### config.mk
export PLATFORM = sky130hd
export DESIGN_NAME = mem_access_unit
export DESIGN_NICKNAME = d
export VERILOG_FILES = /design/src/rtl/mem_access_unit.sv
export SDC_FILE = /design/constraint.sdc
export NUM_CORES = 1
export LEC_CHECK = 0
export CAP_MARGIN = 20
export CORE_MARGIN = 8
export CORE_UTILIZATION = 50
export CTS_BUF_LIST = sky130_fd_sc_hd__clkbuf_4 sky130_fd_sc_hd__clkbuf_8 sky130_fd_sc_hd__clkbuf_16
export CTS_CLUSTER_DIAMETER = 120
export CTS_CLUSTER_SIZE = 10
export DETAILED_ROUTE_END_ITERATION = 8
export PLACE_DENSITY = 0.86
export REMOVE_ABC_BUFFERS = 1
export SYNTH_ARGS = -nofsm -noshare
export SYNTH_HDL_FRONTEND = slang
export SYNTH_SLANG_ARGS = --single-unit
### constraint.sdc
create_clock -name clk -period 5.1 [get_ports clk]
set_input_delay 1.275 -clock clk [delete_from_list [all_inputs] [get_ports clk]]
set_output_delay 1.275 -clock clk [all_outputs]
set_load 0.01 [all_outputs]
### src/rtl/mem_access_unit.sv
// Load/store unit between the pipeline and a word-addressed data memory.
// Sub-word stores use a read-modify-write so the memory only needs whole-word writes.
module mem_access_unit #(
  parameter int unsigned MEM_WORDS = 8193
) (
  input  logic        clk,
  input  logic        rst,
  input  logic        req_valid,
  output logic        req_ready,
  input  logic        req_we,
  input  logic [1:0]  req_size,
  input  logic        req_signed,
  input  logic [31:0] req_addr,
  input  logic [31:0] req_wdata,
  output logic        resp_valid,
  input  logic        resp_ready,
  output logic [31:0] resp_rdata,
  output logic        resp_err,
  output logic [31:0] mem_add,
  output logic [31:0] mem_wdata,
  output logic        mem_read_en,
  output logic        mem_write_en,
  input  logic [31:0] mem_rdata
);

  typedef enum logic [2:0] {IDLE, LOAD, RMW_RD, STORE, RESP} state_t;

  state_t      state_q, state_d;
  logic [31:0] addr_q, addr_d;
  logic        we_q, we_d;
  logic [1:0]  size_q, size_d;
  logic        signed_q, signed_d;
  logic [31:0] wdata_q, wdata_d;
  logic [31:0] rdata_q, rdata_d;
  logic        err_q, err_d;
  logic [31:0] word_q, word_d;

  logic        acc_err;
  logic [4:0]  lane_sh;
  logic [31:0] rd_shifted;
  logic [31:0] load_ext;
  logic [31:0] lane_mask;
  logic [31:0] merged;

  always_comb begin
    acc_err = 1'b0;
    if (req_size == 2'b11) acc_err = 1'b1;
    if (req_size == 2'b01 && req_addr[0] != 1'b0) acc_err = 1'b1;
    if (req_size == 2'b10 && req_addr[1:0] != 2'b00) acc_err = 1'b1;
    if ({2'b00, req_addr[31:2]} >= MEM_WORDS) acc_err = 1'b1;
  end

  // Lane selection is shared by load extraction and store merging.
  always_comb begin
    lane_sh    = (size_q == 2'b00) ? {addr_q[1:0], 3'b000} : {addr_q[1], 4'b0000};
    rd_shifted = mem_rdata >> lane_sh;
    case (size_q)
      2'b00:   load_ext = {{24{signed_q & rd_shifted[7]}}, rd_shifted[7:0]};
      2'b01:   load_ext = {{16{signed_q & rd_shifted[15]}}, rd_shifted[15:0]};
      default: load_ext = mem_rdata;
    endcase
    lane_mask = ((size_q == 2'b00) ? 32'h0000_00FF : 32'h0000_FFFF) << lane_sh;
    merged    = (word_q & ~lane_mask) | ((wdata_q << lane_sh) & lane_mask);
  end

  always_comb begin
    state_d      = state_q;
    addr_d       = addr_q;
    we_d         = we_q;
    size_d       = size_q;
    signed_d     = signed_q;
    wdata_d      = wdata_q;
    rdata_d      = rdata_q;
    err_d        = err_q;
    word_d       = word_q;
    req_ready    = 1'b0;
    resp_valid   = 1'b0;
    mem_read_en  = 1'b0;
    mem_write_en = 1'b0;
    mem_wdata    = '0;
    case (state_q)
      IDLE: begin
        req_ready = 1'b1;
        if (req_valid) begin
          addr_d   = req_addr;
          we_d     = req_we;
          size_d   = req_size;
          signed_d = req_signed;
          wdata_d  = req_wdata;
          rdata_d  = '0;
          err_d    = acc_err;
          if (acc_err)               state_d = RESP;
          else if (!req_we)          state_d = LOAD;
          else if (req_size == 2'b10) state_d = STORE;
          else                       state_d = RMW_RD;
        end
      end
      LOAD: begin
        mem_read_en = 1'b1;
        rdata_d     = load_ext;
        state_d     = RESP;
      end
      RMW_RD: begin
        mem_read_en = 1'b1;
        word_d      = mem_rdata;
        state_d     = STORE;
      end
      STORE: begin
        mem_write_en = 1'b1;
        mem_wdata    = (size_q == 2'b10) ? wdata_q : merged;
        state_d      = RESP;
      end
      RESP: begin
        resp_valid = 1'b1;
        if (resp_ready) state_d = IDLE;
      end
      default: state_d = IDLE;
    endcase
  end

  always_ff @(posedge clk) begin
    if (rst) begin
      state_q  <= IDLE;
      addr_q   <= '0;
      we_q     <= 1'b0;
      size_q   <= '0;
      signed_q <= 1'b0;
      wdata_q  <= '0;
      rdata_q  <= '0;
      err_q    <= 1'b0;
      word_q   <= '0;
    end else begin
      state_q  <= state_d;
      addr_q   <= addr_d;
      we_q     <= we_d;
      size_q   <= size_d;
      signed_q <= signed_d;
      wdata_q  <= wdata_d;
      rdata_q  <= rdata_d;
      err_q    <= err_d;
      word_q   <= word_d;
    end
  end

  assign mem_add    = {2'b00, addr_q[31:2]};
  assign resp_rdata = rdata_q;
  assign resp_err   = err_q;

  // we_q is retained as part of the registered request; only the state encodes direction.
  logic unused_we;
  assign unused_we = we_q;

endmodule
# Word level (Yosys, flattened, before mapping)

Index checks and enable logic that the tools add are counted.

Bits in latches: 0
Bits in writable memories: 0
Memories kept: 0
Bits in read-only memories: 0
Output and inout port bits: 101
Register bits after elaboration: 135

Add/sub/neg operators: 0
Multipliers: 0
Reductions and logical operators: 11
Bitwise gates (word level): 6
Div/mod/pow operators: 0
Eq/ne operators: 11
Order comparisons: 1
Mux-type cells: 21
Shifts and indexed selects: 3

Operators by type and width:

| operator                                                             | count |
|---|---|
| one-hot mux 32 bit (2 select lines)                                  | 2 |
| 2-to-1 mux 32 bit                                                    | 3 |
| bitwise AND 32 bit                                                   | 2 |
| inverter 32 bit                                                      | 1 |
| bitwise OR 32 bit                                                    | 1 |
| left shift 16 x 5 -> 32 bit                                          | 1 |
| left shift 32 x 5 -> 32 bit                                          | 1 |
| right shift 32 x 5 -> 16 bit                                         | 1 |
| greater-or-equal comparator 30 x 14 -> 1 bit (second input constant) | 1 |
| 2-to-1 mux 16 bit                                                    | 1 |
| one-hot mux 3 bit (4 select lines)                                   | 1 |
| 2-to-1 mux 1 bit                                                     | 9 |
| 2-to-1 mux 3 bit                                                     | 3 |
| == test 2 bit (second input constant)                                | 3 |
| == test 3 x 2 -> 1 bit (second input constant)                       | 2 |
| AND reduction 2 bit                                                  | 3 |
| == test 2 x 1 -> 1 bit (second input constant)                       | 2 |
| 2-to-1 mux 4 bit                                                     | 1 |
| inequality test 2 bit (second input constant)                        | 2 |
| nonzero test 2 bit                                                   | 2 |
| OR reduction 2 bit                                                   | 2 |
| == test 3 x 1 -> 1 bit (second input constant)                       | 1 |
| == test 3 bit (second input constant)                                | 1 |
| zero test 3 bit                                                      | 1 |
| 4 further kinds                                                      | 6 |

# Logic depth before layout (Yosys ltp)

Gate-level depths: netlist (run 1).

Depth in word-level cells: 8
Gate-level depth with buffers: 8
Depth with buffers taken out: 5

# Worst setup path after synthesis (run 1)

OpenSTA, ideal clock, no wires.

Path type: register -> output
Start: reg size_q[1]
End: out mem_wdata[16]
Cell stages (with the launch flop): 7
Arrival: 1.540 ns
Setup slack: 2.285 ns
Path through: dfxtp_1 -> buf_6 -> or3b_4 -> buf_6 -> nand2_2 -> nand2_1 -> a311oi_1

Longest elaborated chain between the ends: 8

RTL lines:

| what                                                  | line   | text |
|---|---|---|
| from (decl)                                           | 31     | `logic [1:0] size_q, size_d;` |
| from (signal assigned)                                | 136    | `size_q <= size_d;` |
| zero test 2 bit                                       | 55, 62 |  |
| 2-to-1 mux 16 bit or 2-to-1 mux 4 bit (tied branches) | 62, 55 |  |
| left shift 16 x 5 -> 32 bit                           | 62     | `lane_mask = ((size_q == 2'b00) ? 32'h0000_00FF : 32'h0000_FFFF) << lane_sh;` |
| inverter 32 bit                                       | 63     | `merged = (word_q & ~lane_mask) \| ((wdata_q << lane_sh) & lane_mask);` |
| bitwise AND 32 bit                                    | 63     |  |
| bitwise OR 32 bit                                     | 63     |  |
| 2-to-1 mux 32 bit *                                   | 110    | `mem_wdata = (size_q == 2'b10) ? wdata_q : merged;` |
| 2-to-1 mux 32 bit *                                   | 81     | `case (state_q)` |
| to (decl)                                             | 20     | `output logic [31:0] mem_wdata,` |

Every way passes the cells marked *; elsewhere a longest branch is shown, timed or not.

# Worst setup path after layout (run 1)

Start: reg state_q[0]
End: out mem_wdata[13]

Longest elaborated chain between the ends: 2

RTL lines:

| what                   | line | text |
|---|---|---|
| from (decl)            | 28   | `state_t state_q, state_d;` |
| from (signal assigned) | 133  | `state_q <= state_d;` |
| == test 3 x 2 -> 1 bit | 81   |  |
| 2-to-1 mux 32 bit      | 81   |  |

Every way passes these cells.

==> results of run 1 <==
## logic make-up (layout without fill, tap and decap cells)
kind of cell	after synthesis	count (layout)	share of synthesized area (%)
XOR/XNOR	1	1	0.138
buffers and inverters	100	252	8.87
multiplexers	35	35	5.72
AO/OA/AOI/OAI	208	208	19.7
other	1	2	0.0591
AND/OR/NAND/NOR	336	336	23.0
flip-flops	135	135	42.6
## power breakdown
part           internal, W  leakage (nW)  switching, W
Combinational     0.000160          1.69      0.000175
Sequential         0.00109          1.10     0.0000285
Clock             0.000874         0.307      0.000467
## through the flow
stage                     hold slack (ns)  setup slack [ns]  instance area, um^2
final                               0.447             0.647                 8820
after global routing                0.465             0.426                 8820
after CTS                           0.449             0.695                 8780
after detailed placement            0.441              1.23                 8130
after global placement              0.437              1.29                 8130
after floorplan                     0.430              1.77                 5810
## sequential cells by signal, indices dropped and copies added, names as in the netlist
name / count
resp_err: 1
word_q: 32
addr_q: 32
size_q: 2
signed_q: 1
wdata_q: 32
resp_rdata: 32
state_q: 3
## layout by cell type (no fill, tap or decap), drive strengths merged, types with 8 or more instances in the layout
master	synthesis	layout
buf	61	14
o21ai	42	42
a311oi	8	8
a21oi	117	117
clkbuf	34	18
dfxtp	135	135
a221o	16	16
nand2	234	234
nand2b	9	9
mux2	10	10
nor2	27	27
clkdlybuf4s50	0	201
nand3	33	33
mux2i	25	25
## per-layer routing
layer,up-vias,wire length (um)
met3,55,2060
met1,3013,8300
met4,0,539
li1,3048,-
met5,-,0
met2,294,9900
## worst max-delay path, stage by stage, from the launching register on
cell and delay [ns]:
dfxtp_1 0.48, nor2b_1 0.27, nand2_1 0.08, buf_4 0.22
inv_2 0.27, nand2_1 0.51, o21ai_1 0.33, clkdlybuf4s50_1 0.57
## how the worst max path moves through the flow
stage / from / endpoint / slack [ns] / cells past startpoint
global placement: state_q[0] / mem_wdata[30] / 1.29 / 7
finish: state_q[0] / mem_wdata[13] / 0.65 / 7
floorplan: size_q[1] / mem_wdata[0] / 1.77 / 4
global route: state_q[0] / mem_wdata[31] / 0.43 / 7
detailed placement: state_q[0] / mem_wdata[26] / 1.23 / 7
CTS: state_q[0] / mem_wdata[30] / 0.69 / 7
## final cells by class
cell class / count / area share, %
Timing Repair Buffer: 215 / 24.3
Inverter: 5 / 0.213
Sequential cell: 135 / 30.6
Clock buffer: 18 / 4.98
Tap cell: 172 / 2.44
Clock inverter: 14 / 2.33
Multi-Input combinational cell: 582 / 35.1
==> metrics.yaml, run 1 <==
outcome: "completed"
grt_max_degree: 97
reg2regPathDepth: 4
root_buffer: "clkbuf_16"
start_util_pct: 50.7
period_minus_slack_ns: 4.45
route.detailed.drc: 0
netlist_area_um2: 6350
multi_input_area_um2: 3090
power.leakage_nw: 3.10
cts_num_sinks: 135
row_count: 41
endpoint_kind: "output port"
yosys_warnings: 0
synth_seq_cells: 135
hp-start: "resp_rdata[3]"
r2r_end: "resp_rdata[26]"
drive_gt1_share_pct: 6.91
vdd_drop_max_mv: 0.250
htreeDepth: 4
die_y_um: 129
drv_slew: 0
ys_seq_area_share_pct: 42.6
core_um2: 12500
critical_path.max_fanout: 18
avgSynthCellArea_um2: 7.78
relSlewSlack_pct: 32.5
cts_hold_buf: 0
nFillCells: 1028
register_area_um2: 2700
cts_tree: "yes"
drtIter0Drc: 756
vias: 6410
vias_per_cell: 5.62
rrSetupSlack_ns: 2.85
cts_resized: 0
clkTransAtPathRegs_ns: 0.06
routedWlPerCell_um: 18.2
power_density_nw_per_um2: 317
worst_skew_pair.late_latency_ns: 0.43
postCtsSetupBuffers: 0
syn_to_final_growth_pct: 38.9
gr-max-usage-layer: "met2"
min_period_over_period_pct: 87.3
numCtsBuffers: 17
grt_usage_pct: 25.1
dieArea_um2: 16600
async_flop_share_pct: 0
synth_edf_count: 0
worstPathRequired_ns: 3.83
maxCapViolCount: 0
io_pins: 205
layout.nets: 1060
totalNegativeSetupSlack_ns: 0
final_cells: 1141
drtAntennaViolNets: 0
cp-start-kind: "flop"
maxClockFrequency_ghz: 0.225
place_inst: 1107
drtPass1Iterations: 5
grt_pass1_wl_mm: 32.8
r2r_start: "size_q[1]"
rsz0062_at_grt: "false"
synth_common_cells: "nand2_1 (233), dfxtp_1 (135), a21oi_1 (116)"
antenna_found_initial: 0
place_congestion: 0.808
fin_util_pct: 70.5
overflow: 0
synth_largest_area_cell: "dfxtp_1"
yosysMostFrequentCell: "nand2_1"
power_w: 0.00279
synthTopCellsByArea: "dfxtp_1 (43%), nand2_1 (14%), a21oi_1 (9.1%)"
fin_worst_skew_ns: 0.00466
min_path_cells: 2
synth_top_flop_cell: "dfxtp_1"
setup_viol: 0
tightestPinTransition_ns: 1.01
use_met2_pct: 40.5
clock_path_buffers: 2
hold_class: "flop to flop"
synth_top_area_share_pct: 42.6
hold_viol: 0
grt_pass1_vias: 6266
yosysUniqueCellTypes: 51
met1_usage_pct: 29.7
n_antenna_cell: 0
grtUsageMet3_pct: 8.81
critPathKind: "flop to output port"
routed_wirelength_mm: 20.8
holdPathEnd: "resp_rdata[3]"
dp_hpwl_mm: 14.6
cp.arrival_ns: 3.18
io_buffer_count: 202
synth_cells: 816
die_x_um: 129
No activity file was read; power rests on OpenSTA's default activity.
==> run 2, diff against run 1 <==
--- a/config.mk
+++ b/config.mk
@@ -14,6 +14,7 @@
 export DETAILED_ROUTE_END_ITERATION = 8
 export PLACE_DENSITY = 0.86
 export REMOVE_ABC_BUFFERS = 1
+export SETUP_SLACK_MARGIN = 0.02
 export SYNTH_ARGS = -nofsm -noshare
 export SYNTH_HDL_FRONTEND = slang
 export SYNTH_SLANG_ARGS = --single-unit
==> results of run 2 <==
No change in the layout: final DEF, timing and power equal those of run 1.
